$ cat src/rtl/phase_seq_mon.sv
// phase_seq_mon: receive-side monitor for the 8-phase one-hot sequence.
// Encodes PH to an index, checks hold/+1 progression, acquires lock after
// LOCK_N consecutive advances, counts 7->0 laps while locked and latches the
// first fault cause.
// Optional feature: define STRICT_ADV_EN to require PH motion to follow the
// registered enable (advance when EN_q=1, hold when EN_q=0).
module phase_seq_mon #(
  parameter int unsigned CNT_W  = 8,
  parameter int unsigned LOCK_N = 4
) (
  input  logic             CLK,
  input  logic             RST,
  input  logic             EN,
  input  logic [7:0]       PH,
  input  logic             ERR_CLR,
  output logic [2:0]       IDX,
  output logic             VALID,
  output logic             LOCK,
  output logic             ERR,
  output logic [1:0]       ERR_CODE,
  output logic [CNT_W-1:0] LAPS
);

  typedef enum logic [1:0] {UNLOCK, LOCKED, FAULT} state_t;

  localparam logic [3:0] LOCK_TGT = 4'(LOCK_N);
  localparam logic [1:0] C_NONE   = 2'b00;
  localparam logic [1:0] C_HOT    = 2'b01;
  localparam logic [1:0] C_SKIP   = 2'b10;

  state_t           state, state_n;
  logic [3:0]       run_cnt, run_n;
  logic             have_prev, have_prev_n;
  logic [2:0]       idx_n;
  logic             valid_n;
  logic             err_n;
  logic [1:0]       code_n;
  logic [CNT_W-1:0] laps_n;

  logic             one_hot;
  logic [2:0]       enc;
  logic             is_hold;
  logic             is_adv;
  logic [1:0]       cause;
  logic             adv_ok;

`ifdef STRICT_ADV_EN
  logic             en_q;

  // Registered copy of the generator enable: it describes the motion
  // expected in the sample taken on the following edge.
  always_ff @(posedge CLK) begin
    if (RST) en_q <= 1'b0;
    else     en_q <= EN;
  end
`else
  logic             unused_en;
  assign unused_en = EN;
`endif

  // Encode the sample; IDX doubles as the stored previous valid index.
  always_comb begin
    one_hot = $onehot(PH);
    enc     = '0;
    for (int unsigned i = 0; i < 8; i++) begin
      if (PH[i]) enc = 3'(i);
    end
    is_hold = (enc == IDX);
    is_adv  = (enc == IDX + 3'd1);
  end

  // Fault classification in priority order: not one-hot, skip, strict.
  always_comb begin
    cause = C_NONE;
    if (!one_hot) begin
      cause = C_HOT;
    end else if (have_prev && !(is_hold || is_adv)) begin
      cause = C_SKIP;
    end
`ifdef STRICT_ADV_EN
    else if (have_prev && (en_q ? !is_adv : !is_hold)) begin
      cause = 2'b11;
    end
`endif
    adv_ok = one_hot && have_prev && is_adv && (cause == C_NONE);
  end

  // Next-state and next-output logic; clear overrides any same-cycle fault.
  always_comb begin
    state_n     = state;
    run_n       = run_cnt;
    have_prev_n = have_prev | one_hot;
    idx_n       = one_hot ? enc : IDX;
    valid_n     = one_hot;
    err_n       = ERR;
    code_n      = ERR_CODE;
    laps_n      = LAPS;
    if (ERR_CLR) begin
      state_n     = UNLOCK;
      run_n       = '0;
      have_prev_n = 1'b0;
      err_n       = 1'b0;
      code_n      = C_NONE;
    end else begin
      case (state)
        UNLOCK: begin
          if (cause != C_NONE) begin
            run_n = '0;
          end else if (adv_ok && (run_cnt < LOCK_TGT)) begin
            run_n = run_cnt + 4'd1;
          end
          if (run_n == LOCK_TGT) state_n = LOCKED;
        end
        LOCKED: begin
          if (cause != C_NONE) begin
            state_n = FAULT;
            err_n   = 1'b1;
            code_n  = cause;
          end else if (adv_ok && (enc == 3'd0)) begin
            laps_n = LAPS + CNT_W'(1);
          end
        end
        FAULT:   ;
        default: state_n = UNLOCK;
      endcase
    end
  end

  // State and output registers.
  always_ff @(posedge CLK) begin
    if (RST) begin
      state     <= UNLOCK;
      run_cnt   <= '0;
      have_prev <= 1'b0;
      IDX       <= '0;
      VALID     <= 1'b0;
      ERR       <= 1'b0;
      ERR_CODE  <= '0;
      LAPS      <= '0;
    end else begin
      state     <= state_n;
      run_cnt   <= run_n;
      have_prev <= have_prev_n;
      IDX       <= idx_n;
      VALID     <= valid_n;
      ERR       <= err_n;
      ERR_CODE  <= code_n;
      LAPS      <= laps_n;
    end
  end

  assign LOCK = (state == LOCKED);

endmodule
$ cat config.mk
export PLATFORM = sky130hd
export DESIGN_NAME = phase_seq_mon
export DESIGN_NICKNAME = d
export VERILOG_FILES = /design/src/rtl/phase_seq_mon.sv
export SDC_FILE = /design/constraint.sdc
export NUM_CORES = 1
export LEC_CHECK = 0
export ABC_CLOCK_PERIOD_IN_PS = 10060
export CAP_MARGIN = 40
export CORE_ASPECT_RATIO = 1.5
export CORE_MARGIN = 3
export CORE_UTILIZATION = 40
export CTS_BUF_LIST = sky130_fd_sc_hd__clkbuf_16
export DETAILED_ROUTE_END_ITERATION = 7
export HOLD_SLACK_MARGIN = 0.03
export MAX_ROUTING_LAYER = met4
export PLACE_DENSITY_LB_ADDON = 0.3
export REMOVE_ABC_BUFFERS = 1
export SLEW_MARGIN = 20
export SYNTH_ARGS = -nofsm -noshare
export SYNTH_HDL_FRONTEND = slang
export SYNTH_SLANG_ARGS = --single-unit
$ cat constraint.sdc
create_clock -name CLK -period 10.06 [get_ports CLK]
set_input_delay 2.515 -clock CLK [delete_from_list [all_inputs] [get_ports CLK]]
set_output_delay 2.515 -clock CLK [all_outputs]
set_load 0.05 [all_outputs]
Yosys cells after proc, flatten, opt, wreduce, memory -nomap -nowiden
Cells that the tools add are included.
- $add $sub $neg: 10
- magnitude comparators: 1
- equality and inequality tests: 8
- muxes and demuxes: 16
- bitwise logic cells: 4
- reductions and logical operators: 16
- operators with widths (kind ; number):
    $mux W3 ; 6
    $mux W4 ; 4
    $add A1 B1 Y2 ; 4
    $add A8 B1 Y8 const B ; 1
    $mux W2 ; 4
    $add A2 B2 Y3 ; 2
    $eq A3 B3 Y1 ; 2
    $logic_and A1 B1 Y1 ; 6
    $pmux W2 S3 ; 1
    $add A3 B3 Y4 ; 1
    $add A4 B1 Y4 const B ; 1
    $eq A4 B1 Y1 const B ; 1
    $eq A4 B3 Y1 const B ; 1
    $logic_not A2 Y1 ; 2
    $lt A4 B3 Y1 const B ; 1
    $reduce_and A4 Y1 ; 1
    $add A3 B1 Y3 const B ; 1
    $logic_not A3 Y1 ; 1
    $not A1 Y1 ; 3
    $reduce_and A3 Y1 ; 1
    $eq A2 B1 Y1 const B ; 1
    $eq A2 B2 Y1 const B ; 1
    $ne A2 B1 Y1 const B ; 1
    $ne A2 B2 Y1 const B ; 1
    other kinds (7) ; 7
- flip-flop bits (word level): 22
- bits of input ports: 12
- output and inout port bits: 16
- logic and storage cells: 63

Longest topological paths before layout
Gate-level depths: netlist of the first run.
- depth after elaboration: 23
- mapped depth: 15
- depth with buffers taken out: 14

Least setup slack after synthesis of the first run
OpenSTA, ideal clock, no wires.
- kind: input port to flip-flop
- start point: input PH[0]
- end point: register LAPS[7]
- library setup time: 0.121 ns
- arrival: 6.294 ns
- data required time: 9.939 ns
- setup slack: 3.645 ns
- stages: 15
- path buffers: 1
- cells stage by stage: inv_1 > fa_1 > fa_1 > fa_1 > inv_1 > ha_1 > inv_1 > fa_1 > nor2_1 > a31oi_1 > or4_1 > clkbuf_2 > nor4b_1 > and3_1 > mux2_2
- word-level cells in the longest chain between the ends: 9
- RTL lines (element ; RTL line ; text):
    from (decl) ; 14 ; input logic [7:0] PH,
    $add A1 B1 Y2 (implied by the code) * ; 63 ; one_hot = $onehot(PH);
    $add A2 B2 Y3 (implied by the code) * ; 63 ;
    $add A3 B3 Y4 (implied by the code) * ; 63 ;
    $eq A4 B1 Y1 * ; 63 ;
    $mux W2 / $logic_and A1 B1 Y1 (equally long branches) ; 75, 85 ;
    $logic_not A2 Y1 / $logic_and A1 B1 Y1 (equally long branches) ; 85 ; adv_ok = one_hot && have_prev && is_adv && (cause == C_NONE);
    $logic_and A1 B1 Y1 ; 85 ;
    $logic_and A1 B1 Y1 ; 119 ; end else if (adv_ok && (enc == 3'd0)) begin
    $reduce_and A4 Y1 (no line) * ; n/a ;
    to (signal assigned) ; 148 ; LAPS <= laps_n;
    to (decl) ; 21 ; output logic [CNT_W-1:0] LAPS
Every way passes the cells marked *; elsewhere a longest branch is shown, timed or not.
A chain may end at the register's enable or synchronous reset.

Worst setup path after layout of the first run
- start point: input PH[3]
- end point: register LAPS[7]
- word-level cells in the longest chain between the ends: 15
- RTL lines (element):
    branches (longest 14 deep; another with $add A3 B3 Y4)
    $reduce_and A4 Y1 (no line) *
Mark *: on every way between the ends.

==> results of run 1 <==
[worst max path at each step]
stage	from	endpoint	slack [ns]	depth (start not counted)
floorplan	PH[0]	LAPS[7]$_SDFFE_PP0P_	3.66	14
global placement	PH[3]	LAPS[7]$_SDFFE_PP0P_	2.82	15
detailed placement	PH[3]	LAPS[7]$_SDFFE_PP0P_	2.79	15
CTS	PH[3]	LAPS[7]$_SDFFE_PP0P_	3.05	15
global route	PH[3]	LAPS[7]$_SDFFE_PP0P_	2.78	15
finish	PH[3]	LAPS[7]$_SDFFE_PP0P_	3.07	15
[power groups by stage]
stage	Combinational [mW]	Sequential, mW	Clock (mW)
4_1_cts	0.0882	0.0987	0.0839
3_5_place_dp	0.0878	0.101	0
3_3_place_gp	0.0856	0.100	0
2_1_floorplan	0.0460	0.114	0
5_1_grt	0.0988	0.0998	0.0877
6_report	0.0868	0.0986	0.0828
[per-layer routing]
metal | track usage [%] | vias to the layer above
met3 | 3.04 | 7
met1 | 21.7 | 639
met5 | - | -
li1 | - | 656
met2 | 31.3 | 23
met4 | 9.23 | 0
[logic make-up after synthesis]
kind of cell | synth area share [%]
flip-flops | 31.7
multiplexers | 1.53
AO/OA/AOI/OAI | 18.0
adder cells (fa/ha/maj) | 11.2
AND/OR/NAND/NOR | 28.0
buffers and inverters | 5.77
XOR/XNOR | 3.79
[flip-flops by register name, summed over array words and instances, names as in the netlist]
name and count:
ERR 1, ERR_CODE 2, IDX 3, LAPS 8, VALID 1, have_prev 1, run_cnt 4, state 2
[cell type report]
cell class | count | area (µm²)
fill | 323 | 1500
multi-input combinational | 126 | 867
sequential | 22 | 440
timing repair buffer | 26 | 260
clock buffer | 3 | 75.1
inverter | 17 | 63.8
tap | 40 | 50.0
[cell usage in the layout (no fill, tap or decap), types with 2 or more instances in the layout]
cell / instances
o2111ai_1: 3
fa_1: 4
o21ai_0: 6
clkdlybuf4s50_1: 26
a21oi_1: 7
ha_1: 6
nand2_1: 12
nor2b_1: 4
dfxtp_1: 22
xnor2_1: 3
nand4_1: 2
or4_1: 2
nor4b_1: 2
clkbuf_16: 3
and3_1: 2
a211oi_1: 4
xor2_1: 3
nand3_1: 3
nor2_1: 20
or2_2: 3
or3_1: 5
nor3_1: 7
a31oi_1: 2
nor4_1: 4
inv_1: 17
o31ai_1: 4
[stage by stage]
step / util (%) / instance area (µm²) / cells / setup WS [ns] / total power, mW
final: 54.0 / 1760 / 234 / 3.07 / 0.268
after global routing: 54.0 / 1760 / 234 / 2.78 / 0.286
after CTS: 54.0 / 1760 / 234 / 3.05 / 0.271
after detailed placement: 51.7 / 1680 / 231 / 2.79 / 0.188
after global placement: 51.7 / 1680 / 231 / 2.82 / 0.186
after floorplan: - / 1370 / 165 / 3.66 / 0.160
[worst reg2reg max path, cell delays in order (launching register included)]
cell and delay (ns):
dfxtp_1 0.47, ha_1 0.21, xor2_1 0.19, xnor2_1 0.10, or4_1 0.54, nor4b_1 0.47
and3_1 0.23, mux2_2 0.33
==> reports/metrics.cfg, run 1 <==
[status]
outcome = complete, no violations

[pwr]
ir_drop_mv = 0.118
power.density_mw_per_mm2 = 153
power_frac_seq_pct = 36.8
p_leak_nw = 0.654
p_clk_share_pct = 30.9
switching_share_pct = 34.9
p_switching_mw = 0.0935
internal_power_mw = 0.175
p_comb_share_pct = 32.4

[detailed_routing]
ant_nets = 0
vias = 1325
drt-met1-wl_um = 1320
drcViolationCount = 0
wl_per_cell_um = 14.1
highest_layer = met4
wl_met3_um = 93
totalWireLength_um = 3300
wl_met2_um = 1800
vias_per_cell = 5.66
drt_iter0_drc = 31
first_pass_iters = 4

[clock_tree]
ctsResizeCount = 0
cts_setup_buffers = 0
cts.sinks = 22
insertion_delay_ns = 0.25
cts-hold-fix-buffers = 0
htreeDepth = 1
cts_max_path_buffers = 2
cts_buffers = 3
cts_tree = yes
clockRootBuffer = clkbuf_16
clk_pin_slew_worst_paths_ns = 0.06

[sta]
setup-tns-final_ns = 0
drv_slew = 0
hold_viol = 0
timing.hold.ws_ns = 0.465
tightest_slew_ns = 0.712
max_freq_mhz = 143
period_needed_ns = 6.99
relSlewSlack_pct = 52.1
setup_viol = 0
period_share_pct = 69.4
rsz0062_at_grt = no
finalClockSkew_ns = 0.00111

[grt]
grt_max_degree = 16
antenna_found_initial = 0
overflow = 0
grt_pass1_vias = 1338
grt_pass1_wl_um = 6040
grt.total_usage_pct = 19.0

[hold_path]
hold_start = ERR_CODE[0]$_SDFFE_PP0P_
holdCritPathClass = flip-flop to flip-flop
hold_end = ERR_CODE[0]$_SDFFE_PP0P_
hold_path_depth = 2

[logic_synthesis]
synth_top_area_share_pct = 31.7
synth_area_leader_cell = dfxtp_1
ys_ff_latch = 22
synth_edf_count = 0
synth_flop_cell = dfxtp_1
async_flop_share_pct = 0
synthCells = 169
ys_seq_area_share_pct = 31.7
yosysMostFrequentCell = dfxtp_1
synth_cell_types = 45
synth_area_mm2 = 0.00139
ys_top_cells_by_area = dfxtp_1 (32%), fa_1 (5.8%), ha_1 (5.4%)
yosysWarnings = 0
yosys-top-cells-count = dfxtp_1 (22), nor2_1 (20), inv_1 (17), nand2_1 (12)
avgSynthCellArea_um2 = 8.21

[placed_design]
io_buffers = 26
place.gp.congestion = 0.823
hpwl_um = 2610

[floorplanning]
dieArea_mm2 = 0.00423
rows = 25
pin_count = 28
initial_core_util_pct = 42.7
die_x_um = 54.1
die_y_um = 78.1
core_mm2 = 0.00325

[worst_setup_path]
endpoint_kind = flip-flop
rrSetupSlack_ns = 7.41
worstPathArrival_ns = 7.13
critPathMostFrequentCell = fa_1
r2r_start = IDX[0]$_SDFFE_PP0P_
path_cells = clkdlybuf4s50_1 > inv_1 > fa_1 > fa_1 > fa_1 > inv_1 > ha_1 > inv_1 > fa_1 > nor2_1 > a31oi_1 > or4_1 > nor4b_1 > and3_1 > mux2_2
required_ns = 10.20
cp-start-kind = primary input
worstSetupPathType = primary input to flip-flop
cp_max_fo = 7
worst-path-buf-inv = 4
slowest_stage = or4_1
slowest_delay_ns = 0.65
rr_worst_depth = 7
cp_top_family = adder cells
crit-reg2reg-capture = LAPS[7]$_SDFFE_PP0P_

[layout]
fin_nets = 218
area_delta_synth_final_pct = 26.6
diodes = 0
drive_above_1_share_pct = 5.15

[flow_run]
cap_violations = 0

Note: power is estimated with default switching activity, not from simulation.
==> run 2: changes to the inputs <==
--- a/config.mk
+++ b/config.mk
@@ -5,7 +5,7 @@
 export SDC_FILE = /design/constraint.sdc
 export NUM_CORES = 1
 export LEC_CHECK = 0
-export ABC_CLOCK_PERIOD_IN_PS = 10060
+export ABC_CLOCK_PERIOD_IN_PS = 6600
 export CAP_MARGIN = 40
 export CORE_ASPECT_RATIO = 1.5
 export CORE_MARGIN = 3
==> constraint.sdc (replaced) <==
create_clock -name CLK -period 6.6 [get_ports CLK]
set_input_delay 1.65 -clock CLK [delete_from_list [all_inputs] [get_ports CLK]]
set_output_delay 1.65 -clock CLK [all_outputs]
set_load 0.05 [all_outputs]
==> reports/metrics.cfg, run 2 (synthesis results as in run 1) <==
[worst_setup_path]
rr_worst_depth = 7  ; unchanged
path_cells = clkdlybuf4s50_1 > inv_1 > fa_1 > fa_1 > fa_1 > inv_1 > ha_1 > inv_1 > fa_1 > nor2_1 > a31oi_1 > or4_1 > nor4b_1 > and3_1 > mux2_2
cp-start-kind = primary input
worst-path-buf-inv = 4  ; unchanged
worstPathArrival_ns = 6.20  ; -0.93 ns
worstSetupPathType = primary input to flip-flop
cp_top_family = adder cells
slowest_stage = or4_1
slowest_delay_ns = 0.62  ; -0.03 ns
required_ns = 6.75  ; -3.45 ns
crit-reg2reg-capture = LAPS[7]$_SDFFE_PP0P_
endpoint_kind = flip-flop
cp_max_fo = 7  ; unchanged
r2r_start = IDX[0]$_SDFFE_PP0P_
critPathMostFrequentCell = fa_1
rrSetupSlack_ns = 3.90  ; -3.51 ns

[grt]
antenna_found_initial = 0  ; unchanged
grt_pass1_vias = 1314  ; -1.8%
gr-usage-met1_pct = 20.4  ; -1.3 points
grt.total_usage_pct = 18.0  ; -1.1 points
grt_most_used_layer = met2
overflow = 0  ; unchanged
gr-usage-met3_pct = 2.28  ; -0.76 points
grt_pass1_wl_um = 5710  ; -5.6%
use_met2_pct = 31.1  ; -0.24 points
grt_max_degree = 16  ; unchanged

[clock_tree]
cts-hold-fix-buffers = 0  ; unchanged
cts_buffers = 3  ; unchanged
cts_setup_buffers = 0  ; unchanged
clockRootBuffer = clkbuf_16
clk_pin_slew_worst_paths_ns = 0.06  ; about the same
cts_tree = yes
cts_max_path_buffers = 2  ; unchanged
ctsResizeCount = 0  ; unchanged
insertion_delay_ns = 0.26  ; about the same
htreeDepth = 1  ; unchanged
cts.sinks = 22  ; unchanged

[flow_run]
cap_violations = 0  ; unchanged

[detailed_routing]
totalWireLength_um = 3320  ; +0.51%
ant_nets = 0  ; unchanged
first_pass_iters = 4  ; unchanged
wl_per_cell_um = 13.9  ; -1.2%
vias_per_cell = 5.70  ; +0.62%
drt_iter0_drc = 45  ; +45%
drcViolationCount = 0  ; unchanged
vias = 1356  ; +2.3%

[pwr]
p_leak_nw = 0.670  ; +2.4%
ir_drop_mv = 0.144  ; +22%
total_power_mw = 0.421  ; +57%
power.density_mw_per_mm2 = 236  ; +55%

[placed_design]
place.gp.congestion = 0.809  ; -1.6%
hpwl_um = 2610  ; -0.11%
io_buffers = 26  ; unchanged

[hold_path]
hold_end = ERR_CODE[0]$_SDFFE_PP0P_
hold_start = ERR_CODE[0]$_SDFFE_PP0P_
holdCritPathClass = flip-flop to flip-flop
hold_path_depth = 2  ; unchanged

[status]
outcome = complete, no violations

[floorplanning]
die_x_um = 54.1  ; unchanged
initial_core_util_pct = 42.7  ; unchanged
pin_count = 28  ; unchanged
rows = 25  ; unchanged
dieArea_mm2 = 0.00423  ; unchanged
die_y_um = 78.1  ; unchanged
core_mm2 = 0.00325  ; unchanged

[layout]
reg_top3 = LAPS: 8 flops, run_cnt: 4 flops, IDX: 3 flops
drive_above_1_share_pct = 6.57  ; +1.4 points
layout_common_cells = clkdlybuf4s50_1 (26), dfxtp_1 (22), nor2_1 (20), inv_1 (17), nand2_1 (12)
regMostFlops = LAPS
fin_nets = 221  ; +1.4%
final_common_cell = clkdlybuf4s50_1
area_delta_synth_final_pct = 28.5
largest_register_ffs = 8  ; unchanged
diodes = 0  ; unchanged

[sta]
setup_viol = 0  ; unchanged
setup-tns-final_ns = 0  ; unchanged
period_share_pct = 91.7
period_needed_ns = 6.05
hold_viol = 0  ; unchanged
relSlewSlack_pct = 54.4  ; +2.3 points
tightest_slew_ns = 0.678  ; -0.0335 ns
drv_slew = 0  ; unchanged
max_freq_mhz = 165
finalClockSkew_ns = 0.00208  ; +0.000975 ns
rsz0062_at_grt = no

[run 2: cell count changes in the layout (fill, tap and decap cells not counted)]
| cell | change |
|---|---|
| clkinv_1 | +1 |
| buf_4 | +3 |
[run 2: per-layer routing]
metal | vias to the layer above | wire length (µm)
li1 | 669 | -
met1 | 653 | 1300
met2 | 29 | 1860
met3 | 5 | 106
met4 | 0 | 61
met5 | - | 0
[run 2: how the worst max path moves through the flow]
stage / start / end / cells after the start
2_1_floorplan: PH[0] / LAPS[7]$_SDFFE_PP0P_ / 14
3_3_place_gp: PH[3] / LAPS[7]$_SDFFE_PP0P_ / 15
3_5_place_dp: PH[3] / LAPS[7]$_SDFFE_PP0P_ / 15
4_1_cts: PH[3] / LAPS[7]$_SDFFE_PP0P_ / 15
5_1_grt: PH[3] / LAPS[7]$_SDFFE_PP0P_ / 15
6_report: PH[3] / LAPS[7]$_SDFFE_PP0P_ / 15
[run 2: area by class of cell]
cell class | instances | area, µm²
clock inverters | 1 | 3.75
multi-input cells | 126 | 867
well taps | 40 | 50.0
clock buffers | 3 | 75.1
repair buffers | 29 | 283
flip-flops and latches | 22 | 440
inverters | 17 | 63.8
fillers | 322 | 1470
[run 2: tightest hold or removal path, stage by stage (launching register included)]
cell,delay (ns)
dfxtp_1,0.32
nand2_1,0.06
o32ai_1,0.06
[run 2: power breakdown]
part | switching (mW) | leakage (nW) | internal, mW | total [mW]
registers | 0.0104 | 0.178 | 0.140 | 0.150
clock network | 0.0493 | 0.0385 | 0.0809 | 0.130
logic | 0.0876 | 0.454 | 0.0531 | 0.141
[run 2: metrics by stage]
stage	cells	worst slack [ns]	utilization [%]	instance area, µm²	hold WS [ns]
final	238	0.549	54.8	1780	0.482
after global routing	238	0.295	54.8	1780	0.502
after CTS	238	0.521	54.8	1780	0.477
after detailed placement	234	0.262	52.4	1700	0.463
after global placement	234	0.320	52.4	1700	0.444
after floorplan	165	1.06	-	1370	0.434
==> run 3: changes to the inputs <==
--- a/config.mk
+++ b/config.mk
@@ -12,7 +12,7 @@
 export CORE_UTILIZATION = 40
 export CTS_BUF_LIST = sky130_fd_sc_hd__clkbuf_16
 export DETAILED_ROUTE_END_ITERATION = 7
-export HOLD_SLACK_MARGIN = 0.03
+export HOLD_SLACK_MARGIN = 0.06
 export MAX_ROUTING_LAYER = met4
 export PLACE_DENSITY_LB_ADDON = 0.3
 export REMOVE_ABC_BUFFERS = 1
==> results of run 3 <==
Same layout as run 2: the final DEF is identical, and so are final timing and power.
